==> src/rtl/spi_txn_arbiter.sv <==
// ---------------------------------------------------------------------------
// spi_txn_arbiter: round-robin sharing of one SPI master among NUM_REQ
// requesters, with inter-transaction gap and a done watchdog.
// Revision: 1.0
// ---------------------------------------------------------------------------
`default_nettype none

module spi_txn_arbiter #(
  parameter int NUM_REQ     = 4,
  parameter int GAP_CYC     = 4,
  parameter int TIMEOUT_CYC = 1024
) (
  input  logic                  clk,
  input  logic                  rst_n,
  input  logic [NUM_REQ-1:0]    req,
  input  logic [16*NUM_REQ-1:0] req_cmd,
  output logic [NUM_REQ-1:0]    ack,
  output logic [15:0]           resp,
  output logic                  timeout_err,
  output logic                  busy,
  output logic                  wrt,
  output logic [15:0]           cmd,
  input  logic                  done,
  input  logic [15:0]           rd_data
);

  localparam int IDX_W = $clog2(NUM_REQ);
  localparam int GAP_W = (GAP_CYC > 0) ? $clog2(GAP_CYC + 1) : 1;
  localparam int WD_W  = $clog2(TIMEOUT_CYC);

  localparam logic [IDX_W:0]     NUM_REQ_W = (IDX_W + 1)'(NUM_REQ);
  localparam logic [IDX_W-1:0]   LAST_IDX  = IDX_W'(NUM_REQ - 1);
  localparam logic [GAP_W-1:0]   GAP_LOAD  = GAP_W'(GAP_CYC);
  localparam logic [WD_W-1:0]    WD_LAST   = WD_W'(TIMEOUT_CYC - 1);
  localparam logic [NUM_REQ-1:0] ONE_HOT0  = NUM_REQ'(1);

  typedef enum logic [1:0] {
    IDLE      = 2'd0,
    ISSUE     = 2'd1,
    WAIT_DONE = 2'd2,
    GAP       = 2'd3
  } state_t;

  state_t             state;
  logic [IDX_W-1:0]   rr_ptr;
  logic [IDX_W-1:0]   gnt_idx;
  logic [GAP_W-1:0]   gap_cnt;
  logic [WD_W-1:0]    wd_cnt;

  logic [2*NUM_REQ-1:0] req_dbl;
  logic [NUM_REQ-1:0]   req_rot;
  logic [IDX_W-1:0]     sel_off;
  logic [IDX_W:0]       sel_sum;
  logic [IDX_W-1:0]     sel_idx;
  logic [15:0]          sel_cmd;
  logic                 sel_valid;
  logic [IDX_W-1:0]     next_ptr;

  // Rotate requests so bit 0 is rr_ptr, take the lowest set bit, un-rotate.
  always_comb begin
    req_dbl   = {req, req};
    req_rot   = req_dbl[{1'b0, rr_ptr} +: NUM_REQ];
    sel_valid = |req;
    sel_off   = '0;
    for (int k = NUM_REQ - 1; k >= 0; k--) begin
      if (req_rot[k]) sel_off = IDX_W'(k);
    end
    sel_sum = {1'b0, rr_ptr} + {1'b0, sel_off};
    if (sel_sum >= NUM_REQ_W) sel_sum = sel_sum - NUM_REQ_W;
    sel_idx = sel_sum[IDX_W-1:0];
    sel_cmd = '0;
    for (int i = 0; i < NUM_REQ; i++) begin
      if (sel_idx == IDX_W'(i)) sel_cmd = req_cmd[16*i +: 16];
    end
    next_ptr = (gnt_idx == LAST_IDX) ? '0 : gnt_idx + 1'b1;
  end

  always_ff @(posedge clk or negedge rst_n) begin
    if (!rst_n) begin
      state       <= IDLE;
      rr_ptr      <= '0;
      gnt_idx     <= '0;
      gap_cnt     <= '0;
      wd_cnt      <= '0;
      ack         <= '0;
      resp        <= '0;
      timeout_err <= 1'b0;
      busy        <= 1'b0;
      wrt         <= 1'b0;
      cmd         <= '0;
    end else begin
      wrt <= 1'b0;
      ack <= '0;
      case (state)
        IDLE: begin
          if (sel_valid) begin
            gnt_idx <= sel_idx;
            cmd     <= sel_cmd;
            wrt     <= 1'b1;
            busy    <= 1'b1;
            state   <= ISSUE;
          end
        end
        ISSUE: begin
          wd_cnt <= '0;
          state  <= WAIT_DONE;
        end
        WAIT_DONE: begin
          // done takes priority over a watchdog expiry in the same cycle
          if (done) begin
            resp    <= rd_data;
            ack     <= ONE_HOT0 << gnt_idx;
            rr_ptr  <= next_ptr;
            gap_cnt <= GAP_LOAD;
            state   <= GAP;
          end else if (wd_cnt == WD_LAST) begin
            resp        <= 16'h0000;
            ack         <= ONE_HOT0 << gnt_idx;
            timeout_err <= 1'b1;
            rr_ptr      <= next_ptr;
            gap_cnt     <= GAP_LOAD;
            state       <= GAP;
          end else begin
            wd_cnt <= wd_cnt + 1'b1;
          end
        end
        GAP: begin
          if (gap_cnt == '0) begin
            busy  <= 1'b0;
            state <= IDLE;
          end else begin
            gap_cnt <= gap_cnt - 1'b1;
          end
        end
        default: begin
          busy  <= 1'b0;
          state <= IDLE;
        end
      endcase
    end
  end

endmodule

`default_nettype wire

==> config.mk <==
export PLATFORM = sky130hd
export DESIGN_NAME = spi_txn_arbiter
export DESIGN_NICKNAME = d
export VERILOG_FILES = /design/src/rtl/spi_txn_arbiter.sv
export SDC_FILE = /design/constraint.sdc
export NUM_CORES = 1
export LEC_CHECK = 0
export BUFFER_PORTS_ARGS = -buffer_cell sky130_fd_sc_hd__buf_2
export CAP_MARGIN = 20
export CORE_ASPECT_RATIO = 0.75
export CORE_MARGIN = 3
export CORE_UTILIZATION = 49
export CTS_CLUSTER_SIZE = 16
export DETAILED_ROUTE_END_ITERATION = 16
export PLACE_DENSITY_LB_ADDON = 0.12
export SLEW_MARGIN = 20
export SYNTH_ARGS = -nofsm -noshare
export SYNTH_HDL_FRONTEND = slang
export SYNTH_SLANG_ARGS = --single-unit
export TNS_END_PERCENT = 20
==> constraint.sdc <==
create_clock -name clk -period 3.5 [get_ports clk]
set_input_delay 0.35 -clock clk [delete_from_list [all_inputs] [get_ports clk]]
set_output_delay 0.35 -clock clk [all_outputs]
set_load 0.05 [all_outputs]
==> results.txt <==
status = finished clean
core area = 6040 um^2
grt ovf = 0
Tightest Pin Transition = 0.941 ns
Worst Path Arrival = 3.19 ns
Starting DRT DRC Count = 115
Slew Limit Fails = 0
Rel. slew slack = 37.3%
hold buffers post-CTS = 0
clock tree buffer depth = 2
row count = 24
CP startpoint kind = flop
Placed Cells incl. Taps = 491
Post-Synth Simple-Gate Area = 13.4%
HP Class = in -> async
Avg WL per Cell = 14.3 um
delay-heaviest family, CP = XOR/XNOR gates
Buf/Inv on CP = 1
# Max-Cap Violations = 0
Critical Path Sink Type = flop
Post-Synthesis Net Count = 395
most frequent cell after synthesis = dfrtp_1
async set or reset register ratio after synthesis = 100%
CTS tree = done
num ports = 126
R2R Setup Slk = 0.52 ns
antenna violations before repair = 0
total power per unit cell area = 1030 nW/um^2
antenna cells = 0
Synth Area in Compound Gates = 15.6%
CP Cell Sequence = nand2b_1 > a2bb2oi_1 > nor2_1 > a21oi_1 > a21oi_1 > ha_1 > xnor2_1 > buf_4 > xor2_4 > mux2_2 > a221o_1
Final min period = 2.98 ns
die area = 7480 um^2
CP Max Fanout = 16
final worst-path cycle share = 85.1%
clock buffer count from CTS = 9
multiplexer share of the synthesized area = 13.3%
synth top area cells = dfrtp_1 46%, a22o_1 5.3%, nand2_1 5.2%
Max Fclk = 0.336 GHz
Final setup violation count = 0
WS Path Type = reg -> reg
Critical Path Most Common Cell = a21oi_1
Synth cell types = 43
post-synthesis adder-cell area fraction = 4.74%
post-DP HPWL = 5460 um
WP data required = 3.71 ns
share of the synthesized area in the top cell type = 45.8%
NumNets Final = 523
Mean Syn Cell Area = 10.7 um^2
Leak Pwr = 2.11 nW
Post-Synth XOR/XNOR Area = 3.40%
GRT Resource Usage Total = 20.1%
Final Hold Fails = 0
Post-synth EDFFs = 0
total wire length = 7220 um
clk root buf = clkbuf_8
vias per cell = 5.24
largest net degree at the start of global routing = 45
Final TNS setup = 0 ns
CP max-delay cell = xor2_4
die height = 75.7 um
Top FF cell, synth = dfrtp_1
Initial DRT Pass Iterations = 4
Die Width = 98.9 um
post-route ant nets = 0
port buffer count = 125
starting density of the core = 52.5%
Seq/Total Area, Yosys = 45.8%
postcts setup bufs = 0
CTS Sinks = 58
synth warn = 0
clk slew on worst S/H paths = 0.07 ns
clk_skew = 0.0108 ns
vias in the first global route = 2544
fill count = 496
largest family of logic cells by synthesized area = compound AO/OA/AOI/OAI gates
H-tree levels = 3
cell taking the most area after synthesis = dfrtp_1
drt drc = 0
Syn Inst Count = 296
crit-path max cell delay = 0.56 ns
post-cts resize count = 0
gp weighted congestion = 0.767
Seq cells post-synth = 58
Vias = 2653
share of layout cells above drive strength 1 = 40.0%
area delta synth->final = 27.8%
commonest cells in the netlist = 58 x dfrtp_1, 44 x nand2_1, 19 x a22o_1
latest clock arrival within the worst-skew pair = 0.34 ns
unrepaired setup endpoints after global routing = false
Finished Layout Cells = 506
first-pass GRT wire length = 11900 um
mapped cell area = 3170 um^2
Peak VDD IR = 0.595 mV
[worst register-to-register path, cell delays in order (launching register included)]
cell       delay [ns]
dfrtp_1          0.45
nand2b_1         0.20
a2bb2oi_1        0.19
nor2_1           0.06
a21oi_1          0.10
a21oi_1          0.08
ha_1             0.20
xnor2_1          0.13
buf_4            0.18
xor2_4           0.56
mux2_2           0.41
a221o_1          0.31
[registers in the layout (all words and copies together), names as in the netlist, 2 cells and up]
register	count
gap_cnt	3
rr_ptr	2
wd_cnt	10
state	2
gnt_idx	2
ack	4
resp	16
cmd	16
[report_power, final]
| part | total, mW | leakage (nW) | internal [mW] | switching, mW |
|---|---|---|---|---|
| sequential | 1.09 | 0.736 | 0.931 | 0.156 |
| combinational | 2.56 | 1.29 | 1.00 | 1.56 |
| clock | 0.532 | 0.0920 | 0.288 | 0.244 |
[logic make-up (layout without fill, tap and decap cells)]
logic type               after synthesis  after routing
AO/OA/AOI/OAI                         60             60
XOR/XNOR                               8              8
adder cells (fa/ha/maj)               12             12
buffers and inverters                 29            161
flip-flops                            58             58
multiplexers                          36             36
AND/OR/NAND/NOR                       93             93
[area by class of cell]
type                       instances  area, um^2  area share (%)
multi-input combinational        209        1600            39.5
sequential                        58        1450            35.8
timing repair buffer             132         678            16.7
clock buffer                      12         155            3.83
tap                               78        97.6            2.41
inverter                          14        52.6            1.30
clock inverter                     3        15.0           0.371
[final timing paths]
check                            startpoint          end  depth (start not counted)
worst max-delay path              rr_ptr[1]       cmd[0]                         11
worst min-delay path                  rst_n    wd_cnt[6]                          1
worst max register to register    rr_ptr[1]       cmd[0]                         11
worst min register to register  timeout_err  timeout_err                          1
max in group asynchronous             rst_n          wrt                          2
min in group clk                 rd_data[4]      resp[4]                          2
[per-layer routing]
metal,wire [um],vias up,global-route usage (%)
met3,486,7,6.50
li1,-,1320,-
met5,0,-,0
met4,64,0,5.45
met2,3480,81,32.7
met1,3190,1245,26.3
[through the flow]
step	instance area (um^2)	setup slack [ns]	util (%)	total power, mW	hold slack [ns]
floorplan	3170	0.616	-	3.16	0.0544
global placement	3880	0.596	64.3	3.63	0.452
detailed placement	3880	0.514	64.3	3.68	0.448
CTS	4050	0.513	67.1	4.23	0.195
global route	4050	0.318	67.1	4.48	0.228
finish	4050	0.522	67.1	4.18	0.165
[cells in the final DEF (no fill, tap or decap), types with 2 or more instances in the layout]
master / Yosys / layout
and2_1: 2 / 2
o31ai_1: 2 / 2
nand3_1: 11 / 11
a21oi_1: 4 / 4
clkbuf_8: 0 / 11
nand2b_1: 5 / 5
nor2b_1: 3 / 3
mux2_2: 9 / 9
inv_1: 14 / 14
ha_1: 12 / 12
xor2_1: 5 / 5
buf_4: 1 / 7
and4_1: 2 / 2
buf_2: 0 / 125
o21ai_0: 9 / 9
a22oi_1: 2 / 2
mux2i_1: 16 / 16
clkinv_2: 0 / 3
nand2_1: 44 / 44
nand4_1: 2 / 2
nor2_1: 17 / 16
a22o_1: 19 / 19
and3_1: 2 / 2
mux2_4: 10 / 10
a221o_1: 16 / 16
dfrtp_1: 58 / 58
(Power assumes the default switching activity.)
